===== src/rtl/serial_adder_ctrl.sv =====
// serial_adder_ctrl: bit-serial adder controller, one operand bit per clock through a half-adder-built full adder
module half_adder (
    input  logic x,
    input  logic y,
    output logic s,
    output logic c
);
    assign s = x ^ y;
    assign c = x & y;
endmodule

module serial_adder_ctrl #(
    parameter int WIDTH = 8
) (
    input  logic             clk,
    input  logic             rst,
    input  logic             start,
    input  logic [WIDTH-1:0] a,
    input  logic [WIDTH-1:0] b,
    output logic             busy,
    output logic             done,
    output logic [WIDTH-1:0] sum,
    output logic             cout
);
    localparam int CW = $clog2(WIDTH);
    localparam logic [1:0] IDLE = 2'd0;
    localparam logic [1:0] RUN  = 2'd1;
    localparam logic [1:0] DONE = 2'd2;

    logic [1:0]       state_q, state_d;
    logic [WIDTH-1:0] a_q, a_d, b_q, b_d, sr_q, sr_d, sum_q, sum_d;
    logic [CW-1:0]    cnt_q, cnt_d;
    logic             carry_q, carry_d, cout_q, cout_d;
    logic             h0_s, h0_c, fa_s, h1_c, fa_c;

    half_adder u_ha0 (.x(a_q[0]), .y(b_q[0]), .s(h0_s), .c(h0_c));
    half_adder u_ha1 (.x(h0_s),   .y(carry_q), .s(fa_s), .c(h1_c));
    assign fa_c = h0_c | h1_c;

    // Next-state: capture on start, shift one bit per RUN cycle, publish result only on RUN->DONE
    always_comb begin
        state_d = state_q;
        a_d     = a_q;
        b_d     = b_q;
        sr_d    = sr_q;
        cnt_d   = cnt_q;
        carry_d = carry_q;
        sum_d   = sum_q;
        cout_d  = cout_q;
        if (state_q == IDLE) begin
            if (start) begin
                state_d = RUN;
                a_d     = a;
                b_d     = b;
                sr_d    = '0;
                cnt_d   = '0;
                carry_d = 1'b0;
            end
        end else if (state_q == RUN) begin
            a_d     = a_q >> 1;
            b_d     = b_q >> 1;
            sr_d    = {fa_s, sr_q[WIDTH-1:1]};
            carry_d = fa_c;
            cnt_d   = cnt_q + CW'(1);
            if (cnt_q == CW'(WIDTH - 1)) begin
                state_d = DONE;
                sum_d   = {fa_s, sr_q[WIDTH-1:1]};
                cout_d  = fa_c;
            end
        end else begin
            state_d = IDLE;
        end
    end

    // State registers with synchronous reset that also discards any in-flight add
    always_ff @(posedge clk) begin
        if (rst) begin
            state_q <= IDLE;
            a_q     <= '0;
            b_q     <= '0;
            sr_q    <= '0;
            cnt_q   <= '0;
            carry_q <= 1'b0;
            sum_q   <= '0;
            cout_q  <= 1'b0;
        end else begin
            state_q <= state_d;
            a_q     <= a_d;
            b_q     <= b_d;
            sr_q    <= sr_d;
            cnt_q   <= cnt_d;
            carry_q <= carry_d;
            sum_q   <= sum_d;
            cout_q  <= cout_d;
        end
    end

    assign busy = (state_q == RUN);
    assign done = (state_q == DONE);
    assign sum  = sum_q;
    assign cout = cout_q;
endmodule


===== config.mk =====
export PLATFORM = sky130hd
export DESIGN_NAME = serial_adder_ctrl
export DESIGN_NICKNAME = d
export VERILOG_FILES = /design/src/rtl/serial_adder_ctrl.sv
export SDC_FILE = /design/constraint.sdc
export NUM_CORES = 1
export LEC_CHECK = 0
export CAP_MARGIN = 20
export CORE_ASPECT_RATIO = 0.75
export CORE_UTILIZATION = 50
export DETAILED_ROUTE_END_ITERATION = 8
export HOLD_SLACK_MARGIN = 0.08
export PLACE_DENSITY = 0.83
export RECOVER_POWER = 50
export SYNTH_ARGS = -nofsm -noshare
export SYNTH_HDL_FRONTEND = slang
export SYNTH_SLANG_ARGS = --single-unit

===== constraint.sdc =====
create_clock -name clk -period 1.57 [get_ports clk]
set_input_delay 0.157 -clock clk [delete_from_list [all_inputs] [get_ports clk]]
set_output_delay 0.157 -clock clk [all_outputs]
set_load 0.01 [all_outputs]

==> flow_metrics.tcl, run 1 <==
set metrics [dict create \
    synthCells 159 \
    cts_made_buffers 5 \
    antenna_found_initial 0 \
    synthArstFlopShare_pct 0 \
    dieHeight_um 50.6 \
    clock_latency_ns 0.29 \
    core_um2 2980 \
    first_pass_iters 4 \
    postCtsHoldBufs 0 \
    path_class "reg -> reg" \
    cp-end-kind "register" \
    overflow 0 \
    leakagePower_nw 0.750 \
    min_period_ns 1.46 \
    max-slew-margin-rel_pct 65.0 \
    outcome "completed" \
    rsz0062_at_grt "false" \
    die-width_um 66.8 \
    synth-edff-count 0 \
    via_count 1215 \
    drv_slew 0 \
    drt-total-wl_mm 3.07 \
    nNetsFinal 211 \
    tightest_slew_ns 0.524 \
    synthTopCellsByArea "dfxtp_1 48%, mux2i_1 9.5%, a211oi_2 7.9%" \
    worstPathRequired_ns 1.74 \
    synth_top_area_share_pct 48.3 \
    cp_max_fo 14 \
    setup_viol 0 \
    path_clk_slew_ns 0.07 \
    fin_ws_ns 0.110 \
    syn-cell-area_um2 1570 \
    synth_most_common_cell "dfxtp_1" \
    tns_ns 0 \
    place_ws_ns 0.0967 \
    hp-class "reg -> reg" \
    syn_nets 181 \
    fillCellCount 241 \
    io_pins 30 \
    synth-seq-cells 38 \
    hold_viol_final 0 \
    grt_pass1_vias 1208 \
    vias_per_cell 5.33 \
    arrival_ns 1.63 \
    grt_max_degree 39 \
    gp_congestion 0.771 \
    dieArea_um2 3380 \
    synth_cell_types 22 \
    grt_pass1_wl_mm 5.16 \
    area_growth_pct 25.2 \
    antenna_left 0 \
    seq_area_um2 761 \
    synthTopCellsByCount "38 x dfxtp_1, 28 x nor2_1, 18 x nand2_1" \
    ctsHtreeMaxLevel 2 \
    cap_violations 0 \
    grt_usage_pct 20.9 \
    synth_top_cell_by_area "dfxtp_1" \
    ys.flop_type "dfxtp_1" \
    multi_input_area_um2 723 \
    power.density_nw_per_um2 988 \
    std_cell_rows 17 \
    synth.avg_cell_area_um2 9.90 \
    dpl.hpwl_mm 2.13 \
    holdWs_ns 0.453 \
    port_buffers 29 \
    dpl.cell_count 220 \
    vdd_drop_max_uv 687 \
    clock_sinks 38 \
    drive_above_1_share_pct 12.1 \
    timing.fmax_mhz 685 \
    wl_per_cell_um 13.5 \
    cts_buffer_depth 2 \
    drc 0 \
    start_kind "register" \
    antennaDiodeCount 0 \
    cts_root_buf "clkbuf_8" \
    synth-seq-area-share_pct 48.3 \
    tritoncts "yes" \
    dr.first_iter.drc_count 80 \
    start_util_pct 52.9 \
    finClkSkew_ns 0.00962 \
    instances_no_fill 228 \
    ys.warnings.count 0 \
    period_share_pct 93.0 \
]
per-layer routing:
metal / global-route usage [%] / vias to the layer above / wire [um]
met5: 0 / - / 0
li1: - / 617 / -
met4: 9.57 / 0 / 78
met3: 5.45 / 9 / 98
met1: 24.1 / 570 / 1460
met2: 36.0 / 19 / 1440
flip-flops by register name (all words and copies together), names as in the netlist:
signal   flops
a_q          8
b_q          8
carry_q      1
cnt_q        3
cout         1
sr_q         7
state_q      2
sum          8
where the power goes:
| group | switching, mW | internal (mW) | total, mW |
|---|---|---|---|
| Sequential | 0.0254 | 1.01 | 1.03 |
| Clock | 0.323 | 0.354 | 0.677 |
| Combinational | 0.116 | 0.122 | 0.237 |
| Total | 0.464 | 1.48 | 1.95 |
layout by cell type, fill, tap and decap left out, types with 6 or more instances in the layout:
cell             netlist  routed
nor2_1                28      28
a21oi_1                9       9
dfxtp_1               38      38
nand2_1               18      18
a211oi_1               5       6
a22oi_1               12      12
a211oi_2              10       9
mux2i_1               15      15
clkbuf_8               0       6
clkdlybuf4s50_1        0      25
worst max-delay path, cell delays in order (launching register included):
cell and delay [ns]:
dfxtp_1 0.32, clkbuf_2 0.20, clkbuf_2 0.43, mux2i_1 0.31, a211oi_2 0.09
kinds of logic after synthesis:
family	share of synthesized area (%)
adders and majority gates	2.86
DFF	48.3
buffers and inverters	5.40
AOI/OAI and AO/OA	20.3
and+or+nand+nor	13.6
muxes	9.54
stage by stage:
| step | area, um^2 | util, % | power [mW] |
|---|---|---|---|
| 3_3_place_gp | 1900 | 63.8 | 1.29 |
| 6_report | 1970 | 66.2 | 1.95 |
| 5_1_grt | 1970 | 66.2 | 2.03 |
| 3_5_place_dp | 1900 | 63.8 | 1.30 |
| 4_1_cts | 1990 | 66.9 | 1.96 |
| 2_1_floorplan | 1570 | - | 1.21 |
layout make-up:
| class | instances | share of cell area, % |
|---|---|---|
| inverter | 1 | 0.190 |
| tap | 38 | 2.41 |
| clock inverter | 1 | 0.254 |
| timing repair buffer | 35 | 17.5 |
| clock buffer | 7 | 4.38 |
| sequential | 38 | 38.6 |
| multi-input combinational | 108 | 36.7 |
path summary, 6_finish.rpt:
path	slack [ns]	depth (start not counted)	startpoint	to
worst max-delay path	0.11	4	state_q[0]$_SDFFE_PP0P_	b_q[1]$_SDFFE_PP0P_
worst max register to register	0.11	4	state_q[0]$_SDFFE_PP0P_	b_q[1]$_SDFFE_PP0P_
worst min register to register	0.45	2	sum[3]$_SDFFE_PP0P_	sum[3]$_SDFFE_PP0P_
worst min-delay path	0.45	2	sum[3]$_SDFFE_PP0P_	sum[3]$_SDFFE_PP0P_
timing repair:
action / CTS / global route
resized for setup: 2 / 1
endpoints found under the setup margin: 2 / 1
cloned: 0 / 0
buffers inserted: 0 / 0
Note: power is estimated with default switching activity, not from simulation.
==> run 2, diff against run 1 <==
Settings changed: SYNTH_HIERARCHICAL from default to 1.
==> flow_metrics.tcl, run 2 <==
set metrics [dict create \
    synth-edff-count 0 \
    cp_max_fo 9 \
    synthTopCellsByArea "dfxtp_1 48%, mux2i_1 9.4%, a211oi_2 7.8%" \
    tns_ns 0 \
    synth-seq-area-share_pct 47.7 \
    use_met2_pct 35.8 \
    nNetsFinal 215 \
    timing.rr.end "sum[4]$_SDFFE_PP0P_" \
    cpPeakStageDelay_ns 0.40 \
    power.internal_mw 1.43 \
    overflow 0 \
    clock_latency_ns 0.28 \
    cap_violations 0 \
    vias_per_cell 5.38 \
    finClkSkew_ns 0.00423 \
    setup_viol 0 \
    start_util_pct 53.5 \
    vdd_drop_max_uv 726 \
    ys.flop_type "dfxtp_1" \
    grt_max_degree 39 \
    synth_top_cell_by_area "dfxtp_1" \
    dieHeight_um 50.9 \
    drv_slew 0 \
    worstHoldStart "sum[0]$_SDFFE_PP0P_" \
    ys.warnings.count 6 \
    syn-cell-area_um2 1590 \
    synthCells 161 \
    wl_per_cell_um 14.2 \
    die-width_um 67.2 \
    antennaDiodeCount 0 \
    grt.busiest_layer "met2" \
    syn_nets 184 \
    via_count 1237 \
    rsz0062_at_grt "false" \
    cpMostUsedCell "ha_1" \
    period_share_pct 93.5 \
    grt.met1_usage_pct 26.0 \
    cts_setup_buffers 0 \
    dieArea_um2 3420 \
    first_pass_iters 4 \
    final_cell_mix "37 x dfxtp_1, 28 x nor2_1, 20 x clkdlybuf4s50_1" \
    drt-total-wl_mm 3.26 \
    min_period_ns 1.47 \
    fillCellCount 245 \
    final_common_cell "dfxtp_1" \
    core_um2 2980 \
    synthTopCellsByCount "38 x dfxtp_1, 28 x nor2_1, 17 x nand2_1" \
    path_buf_inv 0 \
    synth.avg_cell_area_um2 9.90 \
    switching_share_pct 23.7 \
    dpl.hpwl_mm 2.24 \
    gp_congestion 0.775 \
    cts_made_buffers 5 \
    clock_sinks 38 \
    hold_depth 2 \
    timing.fmax_mhz 681 \
    path_clk_slew_ns 0.07 \
    path_class "reg -> reg" \
    tightest_slew_ns 0.354 \
    max-slew-margin-rel_pct 76.4 \
    crit_slowest_cell "and3b_1" \
    use_met3_pct 4.69 \
    start_kind "register" \
    path_cells "ha_1 -> ha_1 -> and3b_1 -> nand2_1 -> a21oi_1" \
    synth_cell_types 22 \
    io_pins 30 \
    grt_pass1_wl_mm 5.41 \
    ctsHtreeMaxLevel 2 \
    r2r-start "cnt_q[0]$_SDFFE_PP0P_" \
    dr.first_iter.drc_count 102 \
    worstPathRequired_ns 1.77 \
    instances_no_fill 230 \
    pwr-share-seq_pct 55.0 \
    tritoncts "yes" \
    grt_pass1_vias 1230 \
    hold_viol_final 0 \
    drive_above_1_share_pct 9.90 \
    path_delay_family "simple AND/OR/NAND/NOR gates" \
    p_clk_share_pct 32.7 \
    leakagePower_nw 0.778 \
    reg2reg_depth 5 \
    antenna_left 0 \
    area_growth_pct 22.4 \
    hp-class "reg -> reg" \
    synthArstFlopShare_pct 0 \
    drc 0 \
    antenna_found_initial 0 \
    synth-seq-cells 38 \
    r2r_slack_ns 0.10 \
    synth_top_area_share_pct 47.7 \
    power_frac_comb_pct 12.3 \
    arrival_ns 1.67 \
    grt_usage_pct 21.2 \
    min_to "sum[0]$_SDFFE_PP0P_" \
    cts_buffer_depth 2 \
    synth_most_common_cell "dfxtp_1" \
    outcome "completed" \
    dpl.cell_count 223 \
    std_cell_rows 17 \
    cp-end-kind "register" \
    port_buffers 29 \
    cts_root_buf "clkbuf_8" \
    p_sw_mw 0.444 \
    power.density_nw_per_um2 961 \
]
==> run 2: area by class of cell <==
| cell class | instances | area [um^2] | area share [%] |
|---|---|---|---|
| well taps | 38 | 47.5 | 2.44 |
| multi-input cells | 110 | 708 | 36.3 |
| inverters | 1 | 3.75 | 0.192 |
| repair buffers | 36 | 354 | 18.1 |
| flip-flops and latches | 38 | 762 | 39.0 |
| clock buffers | 7 | 76.3 | 3.91 |
==> run 2: power groups by stage <==
stage	combinational, mW	clock (mW)	sequential [mW]
2_1_floorplan	0.168	0	1.05
3_3_place_gp	0.239	0	1.05
3_5_place_dp	0.251	0	1.05
4_1_cts	0.252	0.620	1.03
5_1_grt	0.250	0.676	1.04
6_report	0.230	0.613	1.03
==> run 2: how the worst max path moves through the flow <==
stage,start,endpoint,slack (ns),cells past startpoint
finish,cnt_q[0]$_SDFFE_PP0P_,sum[4]$_SDFFE_PP0P_,0.10,5
global route,cnt_q[0]$_SDFFE_PP0P_,sum[1]$_SDFFE_PP0P_,0.001,5
CTS,state_q[0]$_SDFFE_PP0P_,busy,0.02,2
detailed placement,start,b_q[0]$_SDFFE_PP0P_,0.10,5
global placement,start,b_q[1]$_SDFFE_PP0P_,0.20,5
floorplan,cnt_q[0]$_SDFFE_PP0P_,sum[7]$_SDFFE_PP0P_,0.31,6
==> run 2: layer usage <==
layer  share of wire [%]  wire length, um  up-vias
met5                   0                0        -
li1                    -                -      628
met4                 1.5               49        0
met2                  48             1570       26
met3                 3.3              109        6
met1                  47             1530      577
==> run 2: through the flow <==
stage | total power [mW] | area (um^2) | util [%] | hold WS, ns | setup slack (ns)
after detailed placement | 1.30 | 1930 | 64.7 | 0.446 | 0.101
final | 1.88 | 1950 | 65.5 | 0.450 | 0.102
after global placement | 1.29 | 1930 | 64.7 | 0.444 | 0.203
after CTS | 1.90 | 2000 | 67.3 | 0.455 | 0.0154
after global routing | 1.96 | 1950 | 65.5 | 0.477 | 0.00132
after floorplan | 1.21 | 1590 | - | 0.305 | 0.308
==> run 2: repair_timing <==
action / 4_1_cts / 5_1_grt
cloned: 0 / 0
endpoints found under the setup margin: 2 / 1
gates resized for setup: 3 / 1
hold buffers: 0 / 0
==> run 2: tightest hold or removal path, delay by kind of cell (launching register included) <==
family,cells,cell delay [ns]
compound gates,1,0.05
flops,1,0.30
simple gates,1,0.05
==> run 2: kinds of logic after synthesis <==
| family | share of synthesized area (%) |
|---|---|
| simple gates | 14.4 |
| compound gates | 19.9 |
| mux | 9.42 |
| buf+inv | 5.49 |
| flops | 47.7 |
| fa+ha+maj | 3.14 |
